`src/rtl/branch_resolve_unit.sv`:
```
// Branch resolve unit: in-order queue of in-flight branch predictions, checked
// against the EX outcome. A mispredict flushes the front end, redirects the PC
// and clears every younger entry; every resolve trains the 2-bit predictor.
module branch_resolve_unit #(
    parameter int DEPTH     = 2,
    parameter int FLUSH_CYC = 1,
    parameter int CNT_W     = 32
) (
    input  logic             clk_i,
    input  logic             rst_i,
    input  logic             push_valid_i,
    input  logic             push_pred_i,
    input  logic [31:0]      push_pc_i,
    input  logic [31:0]      push_imm_i,
    output logic             push_ready_o,
    input  logic             res_valid_i,
    input  logic             res_taken_i,
    output logic             upd_valid_o,
    output logic             upd_taken_o,
    output logic             flush_o,
    output logic             redirect_valid_o,
    output logic [31:0]      redirect_pc_o,
    output logic [CNT_W-1:0] branch_cnt_o,
    output logic [CNT_W-1:0] mispred_cnt_o,
    output logic             err_o
);

    localparam int PTR_W = (DEPTH > 1) ? $clog2(DEPTH) : 1;
    localparam int OCC_W = $clog2(DEPTH + 1);
    localparam int REC_W = (FLUSH_CYC > 1) ? $clog2(FLUSH_CYC) : 1;

    typedef struct packed {
        logic        pred;
        logic [31:0] pc;
        logic [31:0] target;
    } br_entry_t;

    typedef enum logic {IDLE, RECOVER} state_t;

    br_entry_t        ent_q [DEPTH];
    logic [PTR_W-1:0] head_ptr, tail_ptr;
    logic [OCC_W-1:0] occ;
    state_t           state;
    logic [REC_W-1:0] rec_cnt;

    br_entry_t        head;
    logic             idle, empty, full;
    logic             res_fire, mispred, push_fire, push_err, res_err;

    function automatic logic [PTR_W-1:0] ptr_inc(input logic [PTR_W-1:0] p);
        return (p == PTR_W'(DEPTH - 1)) ? '0 : p + PTR_W'(1);
    endfunction

    // Queue status and the accept/error decisions for this cycle
    always_comb begin
        idle      = (state == IDLE);
        empty     = (occ == '0);
        full      = (occ == OCC_W'(DEPTH));
        head      = ent_q[head_ptr];
        res_fire  = idle & res_valid_i & ~empty;
        mispred   = res_fire & (res_taken_i != head.pred);
        // A correct resolve frees the head slot, so a full queue can still take the push;
        // a push alongside a mispredict is younger than the branch and is dropped.
        push_fire = idle & push_valid_i & ~mispred & (~full | res_fire);
        push_err  = idle & push_valid_i & full & ~res_fire;
        res_err   = idle & res_valid_i & empty;
    end

    assign push_ready_o = idle & ~full;

    // Entry storage; the target is precomputed so resolve only has to pick a PC
    always_ff @(posedge clk_i) begin
        if (push_fire) begin
            ent_q[tail_ptr] <= '{pred:   push_pred_i,
                                 pc:     push_pc_i,
                                 target: push_pc_i + (push_imm_i << 1)};
        end
    end

    // Head/tail pointers and occupancy; a mispredict squashes the whole queue
    always_ff @(posedge clk_i) begin
        if (rst_i) begin
            head_ptr <= '0;
            tail_ptr <= '0;
            occ      <= '0;
        end else if (mispred) begin
            head_ptr <= '0;
            tail_ptr <= '0;
            occ      <= '0;
        end else begin
            if (res_fire)  head_ptr <= ptr_inc(head_ptr);
            if (push_fire) tail_ptr <= ptr_inc(tail_ptr);
            case ({push_fire, res_fire})
                2'b10:   occ <= occ + OCC_W'(1);
                2'b01:   occ <= occ - OCC_W'(1);
                default: occ <= occ;
            endcase
        end
    end

    // Recovery FSM with registered train, flush and redirect outputs
    always_ff @(posedge clk_i) begin
        if (rst_i) begin
            state            <= IDLE;
            rec_cnt          <= '0;
            upd_valid_o      <= 1'b0;
            upd_taken_o      <= 1'b0;
            flush_o          <= 1'b0;
            redirect_valid_o <= 1'b0;
            redirect_pc_o    <= '0;
        end else begin
            upd_valid_o      <= res_fire;
            upd_taken_o      <= res_fire & res_taken_i;
            redirect_valid_o <= mispred;
            if (mispred)
                redirect_pc_o <= res_taken_i ? head.target : head.pc + 32'd4;
            case (state)
                IDLE: begin
                    if (mispred) begin
                        state   <= RECOVER;
                        flush_o <= 1'b1;
                        rec_cnt <= REC_W'(FLUSH_CYC - 1);
                    end
                end
                RECOVER: begin
                    if (rec_cnt == '0) begin
                        state   <= IDLE;
                        flush_o <= 1'b0;
                    end else begin
                        rec_cnt <= rec_cnt - REC_W'(1);
                    end
                end
                default: begin
                    state   <= IDLE;
                    flush_o <= 1'b0;
                end
            endcase
        end
    end

    // Saturating statistics counters and the sticky protocol-error flag
    always_ff @(posedge clk_i) begin
        if (rst_i) begin
            branch_cnt_o  <= '0;
            mispred_cnt_o <= '0;
            err_o         <= 1'b0;
        end else begin
            if (res_fire && branch_cnt_o != '1)
                branch_cnt_o <= branch_cnt_o + CNT_W'(1);
            if (mispred && mispred_cnt_o != '1)
                mispred_cnt_o <= mispred_cnt_o + CNT_W'(1);
            if (push_err || res_err)
                err_o <= 1'b1;
        end
    end

endmodule

```
`config.mk`:
```
export PLATFORM = sky130hd
export DESIGN_NAME = branch_resolve_unit
export DESIGN_NICKNAME = d
export VERILOG_FILES = /design/src/rtl/branch_resolve_unit.sv
export SDC_FILE = /design/constraint.sdc
export NUM_CORES = 1
export LEC_CHECK = 0
export BUFFER_PORTS_ARGS = -buffer_cell sky130_fd_sc_hd__buf_2
export CORE_MARGIN = 4
export CORE_UTILIZATION = 29
export CTS_BUF_LIST = sky130_fd_sc_hd__clkbuf_4
export DETAILED_ROUTE_END_ITERATION = 12
export HOLD_SLACK_MARGIN = 0.15
export PLACE_DENSITY = 0.56
export SLEW_MARGIN = 20
export SYNTH_ARGS = -nofsm -noshare
export SYNTH_HDL_FRONTEND = slang
export SYNTH_SLANG_ARGS = --single-unit
```
`constraint.sdc`:
```
create_clock -name clk_i -period 6.5 [get_ports clk_i]
set_clock_uncertainty 0.05 [all_clocks]
set_input_delay 0.325 -clock clk_i [delete_from_list [all_inputs] [get_ports clk_i]]
set_output_delay 0.325 -clock clk_i [all_outputs]
set_load 0.01 [all_outputs]
```
* Word-level counts from Yosys, hierarchy flattened
Memory sizes are Yosys's and may differ from the RTL's. A register that Yosys moved wholly into a read port is not among the register bits.
Index checks and enable logic that the tools add are counted.
** Word-level totals
- Memories kept :: 1
- Bits of input ports :: 70
- Bits in writable memories :: 130
- Output and inout port bits :: 102
- Register bits after elaboration :: 107
- Word-level logic and storage cells :: 72
** Memories
- ent_q :: depth 2, width 65, read ports 1, clocked after memory_dff 1, write ports 1, RTL line 40 : br_entry_t ent_q [DEPTH];
** Cells by class
- Bitwise logic cells :: 17
- Equality and inequality tests :: 8
- Reductions and logical operators :: 7
- Add/subtract/negate cells :: 9
- Muxes and demuxes :: 17
** Operators with widths (number)
- $add 32x1->32 const B :: 2
- $ne 32x32->1 const B :: 2
- $add 32x3->32 const B :: 1
- $add 32x32->32 :: 1
- $mux 32 :: 1
- $mux 1 :: 12
- $and 1x1->1 :: 11
- $pmux 1 s2 :: 3
- $not 1->1 :: 5
- $eq 2x2->1 const B :: 2
- $pmux 2 s2 :: 1
- $add 1x1->1 const B :: 2
- $add 2x1->2 const B :: 1
- $eq 2x1->1 const B :: 1
- $logic_and 1x1->1 :: 2
- $logic_not 2->1 :: 1
- $ne 2x1->1 const B :: 1
- $ne 2x2->1 const B :: 1
- $reduce_and 2->1 :: 1
- $reduce_bool 2->1 :: 1
- $reduce_or 2->1 :: 1
- $sub 2x1->2 const B :: 1
- $logic_or 1x1->1 :: 1
- $ne 1x1->1 :: 1
- 2 further kinds :: 2

* Depth between registers and ports, before layout
Gate-level depths: netlist (run 1).
- Depth after elaboration :: 9
- Depth in mapped cells :: 16

* Least setup slack after synthesis (run 1)
OpenSTA, ideal clock, no wires.
- Path kind :: reg2reg
- Start :: register (tool-made name)
- End :: memory ent_q[0][10] (netlist name) (enable)
- Buffers on the path :: 1
- Setup time :: 0.565 ns
- Setup slack :: 0.311 ns
- Stages on the path, launching flop included :: 6
- Arrival :: 5.574 ns
- Clock period less this slack :: 6.189 ns
- Path through :: dfxtp_1 buf_6 mux2i_1 xor2_1 a21oi_1 nor3_1
** RTL lines (RTL line)
- end, declared :: 40

* Final worst setup path (run 1)
- Start :: input port push_pc_i[1]
- End :: memory ent_q[1][29] (netlist name) (data pin)
** Between the ends
- Longest elaborated chain between the ends :: 1
** Ends and longest elaborated chain
- start, declared :: RTL line 13 : input logic [31:0] push_pc_i,
- $add 32x32->32 :: RTL line 76 : target: push_pc_i + (push_imm_i << 1)};
No other way between the ends.

==> flow_summary.toml, run 1 <==
[grt]
grt_pass1_vias = 8581
grtUsageTotal_pct = 14.1
grt_max_degree = 72
antenna_found_initial = 2
grt.overflow.total = 0
grt_pass1_wl_mm = 46.6

[floorplan]
row_count = 71
io_pins = 172
core_area_um2 = 37800
start_util_pct = 29.6
dieHeight_um = 205
dieWidth_um = 205
dieArea_um2 = 41800

[synth]
synthArstFlopShare_pct = 0
synth_cell_types = 71
synth_edf_count = 128
syn_avg_cell_area_um2 = 10.9
syn-cell-area_um2 = 11200
synthFlopType = "edfxtp_1"
syn_nets = 1136
synth-seq-cells = 235
syn_inst = 1032
yosys_warnings = 0
ys_seq_area_share_pct = 53.4

[cts]
tritoncts = "built"
clk_path_buf_depth = 3
clkSinkCount = 235
clk_pin_slew_worst_paths_ns = 0.07
cts-buffers-inserted = 66
clock_latency_ns = 0.67
cts_setup_buffers = 0
cts_resized = 0
root_buffer = "clkbuf_4"
htree_levels = 3

[timing]
tightest_slew_ns = 0.992
min_period_ns = 4.01
slew_headroom_pct = 33.9
finalSetupTns_ns = 0
fmax_mhz = 249
setup_viol = 0
rsz0062_at_grt = "no"
drv_slew = 0
fin_crit_sh_pct = 61.7
hold_viol = 0
finalHoldWorstSlack_ns = 0.245

[worst_setup_path]
cp_slowest_cell = "dlygate4sd3_1"
cp.required_ns = 6.87
crit_path_max_fanout = 5
rrSetupSlack_ns = 2.63
cp_slowest_stage_delay_ns = 0.56
crit_path_start_kind = "input port"
critPathLaunch = "push_pc_i[1]"
path_cells = "dlygate4sd3_1, buf_2, ha_1, fa_1, a211oi_1, o211ai_1, a21oi_1, o21ai_0, a31oi_1, nor3_1, nor3_1, xnor2_1, dlygate4sd3_1"
cp-end-kind = "register"
critPathKind = "in -> reg"
cp.arrival_ns = 4.38

[placement]
gp_congestion = 0.821
portBuffers = 170
dp_hpwl_mm = 21.0

[pwr]
sw_frac_of_total_pct = 27.1
power_density_nw_per_um2 = 259
peakVddDrop_mv = 0.0880
total_power_mw = 3.66
p_int_mw = 2.67
leakage_nw = 5.40
p_sw_mw = 0.990
clkPwrFrac_pct = 37.2
combPwrFrac_pct = 14.7
p_seq_share_pct = 48.2

[routing]
drt-vias-per-instance = 4.75
postRouteAntennaNets = 0
drt_wl_total_mm = 29.9
post_drt_wl_per_cell_um = 16.0
vias = 8891
first_pass_iters = 5
first_iter_violations = 507
drc = 0

[layout]
final_common_cell = "buf_2"
area_growth_pct = 26.1
drive_gt1_share_pct = 22.7
final_core_util_pct = 37.3
nets = 1411
final_cell_mix = "buf_2, edfxtp_1, dfxtp_1"

[worst_hold_path]
hold_class = "in -> reg"
min_from = "rst_i"

[job]
max-cap-violations = 0

[status]
outcome = "finished clean"
## per-stage QoR
stage	setup WS (ns)	std cells	instance area, um2
2_1_floorplan	0.311	1032	11200
3_3_place_gp	2.66	1684	12600
3_5_place_dp	2.61	1684	12600
4_1_cts	2.56	1870	14100
5_1_grt	2.31	1872	14100
6_report	2.49	1872	14100
## logic make-up after synthesis
kind of cell | Yosys count | share of synthesized area (%)
simple gates | 336 | 14.8
flops | 235 | 53.4
compound gates | 213 | 12.6
xor+xnor | 98 | 7.66
mux | 59 | 5.60
buf+inv | 57 | 2.08
fa+ha+maj | 34 | 3.86
## registers in the layout, indices dropped and copies added (netlist names), 2 cells and up, named ones only
register	cells
branch_cnt_o	32
ent_q	128
mispred_cnt_o	32
occ	2
redirect_pc_o	32
## per-layer routing
layer  track usage, %  part of all wire [%]  vias up
met5                0                 0.037        -
li1                 -                     -     4427
met2             22.3                    46      229
met4             4.57                   1.8        2
met1             18.8                    46     4188
met3             3.64                   5.8       45
## synthesized netlist by cell type (3+ instances only)
cell | number | area (um2)
mux2_2 | 9 | 101
nor2b_1 | 9 | 56.3
or3_1 | 25 | 156
a21o_1 | 20 | 150
and2_1 | 4 | 25.0
ha_1 | 33 | 413
mux2i_1 | 48 | 480
nand3_1 | 33 | 165
a32o_1 | 3 | 30.0
buf_2 | 9 | 45.0
a32oi_1 | 4 | 35.0
nor4_1 | 3 | 18.8
and3_1 | 8 | 50.1
nand3b_1 | 3 | 22.5
nor3_1 | 25 | 125
o21a_1 | 4 | 30.0
a211oi_1 | 7 | 52.6
inv_1 | 21 | 78.8
dfxtp_1 | 107 | 2140
and4_1 | 6 | 52.6
nand4_1 | 15 | 93.8
o221ai_1 | 15 | 131
xnor2_1 | 49 | 429
nand2b_1 | 5 | 31.3
o21bai_1 | 3 | 22.5
edfxtp_1 | 128 | 3840
a22o_1 | 12 | 105
nand2_1 | 86 | 323
o211ai_1 | 8 | 60.1
nor2_1 | 95 | 357
a31oi_1 | 6 | 37.5
o21ai_0 | 36 | 180
or2_2 | 3 | 18.8
xor2_1 | 49 | 429
or4_1 | 3 | 22.5
a21oi_1 | 72 | 360
nand4b_1 | 3 | 26.3
clkbuf_1 | 24 | 90.1
## power by group through the flow
stage	registers (mW)	clock network, mW	logic (mW)
2_1_floorplan	1.78	0	0.353
3_3_place_gp	1.79	0	0.500
3_5_place_dp	1.79	0	0.505
4_1_cts	1.76	1.42	0.541
5_1_grt	1.77	1.51	0.596
6_report	1.76	1.36	0.536
## final timing paths
check                                          to  cells past startpoint
worst max-delay path                 ent_q[1][29]                     13
worst min-delay path            mispred_cnt_o[17]                      3
worst max register to register       ent_q[1][40]                      6
worst min register to register            flush_o                      1
## worst max-delay path: cells and delay by family
family	cells	cell delay (ns)
xor+xnor	1	0.08
compound gates	5	1.63
buf+inv	3	1.23
simple gates	2	0.39
fa+ha+maj	2	0.72
## cell type report
class,instances,area [um2]
clock buffers,99,743
well taps,511,639
fillers,3796,23700
multi-input cells,740,4990
diodes,2,5.00
clock inverters,21,113
inverters,21,78.8
flip-flops and latches,235,5990
repair buffers,243,1560
## repair_timing
item	in CTS	in global routing
hold buffers	66	0
endpoints found under the hold margin	127	0
endpoints found under the setup margin	0	0
(Power assumes the default switching activity.)
==> run 2: changes to the inputs <==
- PLACE_DENSITY: 0.56 -> 0.54
- clock period: 6.5 -> 4.1 ns (I/O delays scaled with it)
==> flow_summary.toml, run 2 (synthesis results as in run 1) <==
[routing]
postRouteAntennaNets = 0
first_iter_violations = 428
first_pass_iters = 5
vias = 9047
drt-vias-per-instance = 4.76
drt_wl_total_mm = 30.4
drc = 0
post_drt_wl_per_cell_um = 16.0

[cts]
cts_setup_buffers = 0
clock_latency_ns = 0.70
clkSinkCount = 235
clk_path_buf_depth = 3
cts-buffers-inserted = 67
cts_hold_buf = 94
clk_pin_slew_worst_paths_ns = 0.07
root_buffer = "clkbuf_4"
htree_levels = 3
cts_resized = 0
tritoncts = "built"

[floorplan]
core_area_um2 = 37800
dieWidth_um = 205
row_count = 71
dieArea_um2 = 41800
start_util_pct = 29.6
dieHeight_um = 205
io_pins = 172

[pwr]
leakage_nw = 5.56
clkPwrFrac_pct = 37.6
peakVddDrop_mv = 0.126
sw_frac_of_total_pct = 26.6
p_sw_mw = 1.58
power_density_nw_per_um2 = 409
p_int_mw = 4.36
combPwrFrac_pct = 15.6
p_seq_share_pct = 46.8

[timing]
rsz0062_at_grt = "no"
setup_slack_ns = 0.173
hold_viol = 0
fmax_mhz = 255
fin_crit_sh_pct = 95.8
drv_slew = 0
tightest_slew_ns = 0.785
min_period_ns = 3.93
finalSetupTns_ns = 0
slew_headroom_pct = 47.7
setup_viol = 0

[grt]
grt_pass1_vias = 8994
use_met2_pct = 23.6
grt.overflow.total = 0
antenna_found_initial = 1
met3_usage_pct = 3.56
grt_pass1_wl_mm = 47.9
grtUsageTotal_pct = 14.4
use_met1_pct = 18.5
busiest_layer = "met2"
grt_max_degree = 65

[worst_setup_path]
cp.required_ns = 4.49
cp_slowest_stage_delay_ns = 0.58
path_cells = "dlygate4sd3_1, buf_2, ha_1, fa_1, a211oi_1, o211ai_1, a21oi_1, o21ai_0, buf_4, a31oi_1, nor3_1, o31ai_1, xnor2_1, dlygate4sd3_1"
critPathKind = "in -> reg"
cp-end-kind = "register"
cp_slowest_cell = "dlygate4sd3_1"
crit_path_max_fanout = 5
crit_path_start_kind = "input port"
cp.arrival_ns = 4.32
crit_top_cell = "dlygate4sd3_1"

[placement]
portBuffers = 170
gp_congestion = 0.812
dp_hpwl_mm = 21.3
dp_slack_ns = 0.615

[status]
outcome = "finished clean"

[layout]
final_cell_mix = "buf_2, edfxtp_1, dfxtp_1"
seqCellArea_um2 = 5990
fillerInstances = 3815
nets = 1445
multi_input_area_um2 = 5000
largest_reg_flops = 128
drive_gt1_share_pct = 22.7
final_common_cell = "buf_2"
area_growth_pct = 29.4
top_register = "ent_q"

[job]
max-cap-violations = 0

[worst_hold_path]
hold_class = "in -> reg"
run 2: changes by cell type in the layout (fill, tap and decap cells not counted):
cell | before | now
nor3_4 | 0 | 1
buf_12 | 0 | 3
inv_2 | 2 | 3
diode_2 | 2 | 1
clkinv_4 | 1 | 0
clkinv_1 | 15 | 8
clkinv_2 | 2 | 0
buf_4 | 7 | 9
clkbuf_4 | 99 | 102
nor3_2 | 1 | 0
bufinv_16 | 1 | 2
dlygate4sd3_1 | 66 | 94
run 2: metrics by stage:
step	hold slack (ns)	std cells	utilization [%]	power, mW	instance area [um2]
floorplan	0.254	1032	-	3.38	11200
global placement	0.347	1689	33.5	3.66	12700
detailed placement	0.350	1689	33.5	3.67	12700
CTS	0.152	1898	38.3	6.05	14500
global route	0.195	1899	38.3	6.28	14500
finish	0.236	1899	38.3	5.94	14500
run 2: power groups by stage:
stage          combinational (mW)  sequential, mW  clock [mW]
4_1_cts                     0.935            2.78        2.33
5_1_grt                      1.02            2.79        2.47
3_5_place_dp                0.840            2.83           0
2_1_floorplan               0.561            2.82           0
6_report                    0.923            2.78        2.23
3_3_place_gp                0.835            2.82           0
run 2: final timing paths:
kind                                        from                end  slack (ns)  cells past startpoint
worst min-delay path               push_pc_i[26]       ent_q[1][58]        0.24                      2
worst max register to register          register  redirect_pc_o[30]        0.85                     11
worst max-delay path                push_pc_i[1]       ent_q[0][31]        0.17                     14
worst min register to register  redirect_pc_o[6]   redirect_pc_o[6]        0.39                      2
run 2: worst max-delay path: cells and delay by family:
kind | cells | cell delay, ns
AND/OR/NAND/NOR | 1 | 0.15
XOR/XNOR | 1 | 0.11
buffers and inverters | 4 | 1.42
AO/OA/AOI/OAI | 6 | 1.75
adder cells (fa/ha/maj) | 2 | 0.68
run 2: routing by layer:
metal / share of wire, % / vias to the layer above / routed length (um)
li1: - / 4480 / -
met1: 46 / 4257 / 14000
met2: 46 / 266 / 14000
met3: 6.1 / 44 / 1860
met4: 1.8 / 0 / 534
met5: 0 / - / 0
run 2: area by class of cell:
| type | instances | share of cell area [%] |
|---|---|---|
| sequential | 235 | 41.3 |
| inverter | 21 | 0.544 |
| clock buffer | 102 | 5.28 |
| multi-input combinational | 740 | 34.5 |
| tap | 511 | 4.41 |
| clock inverter | 13 | 0.699 |
| timing repair buffer | 276 | 13.2 |
| antenna | 1 | 0.0173 |
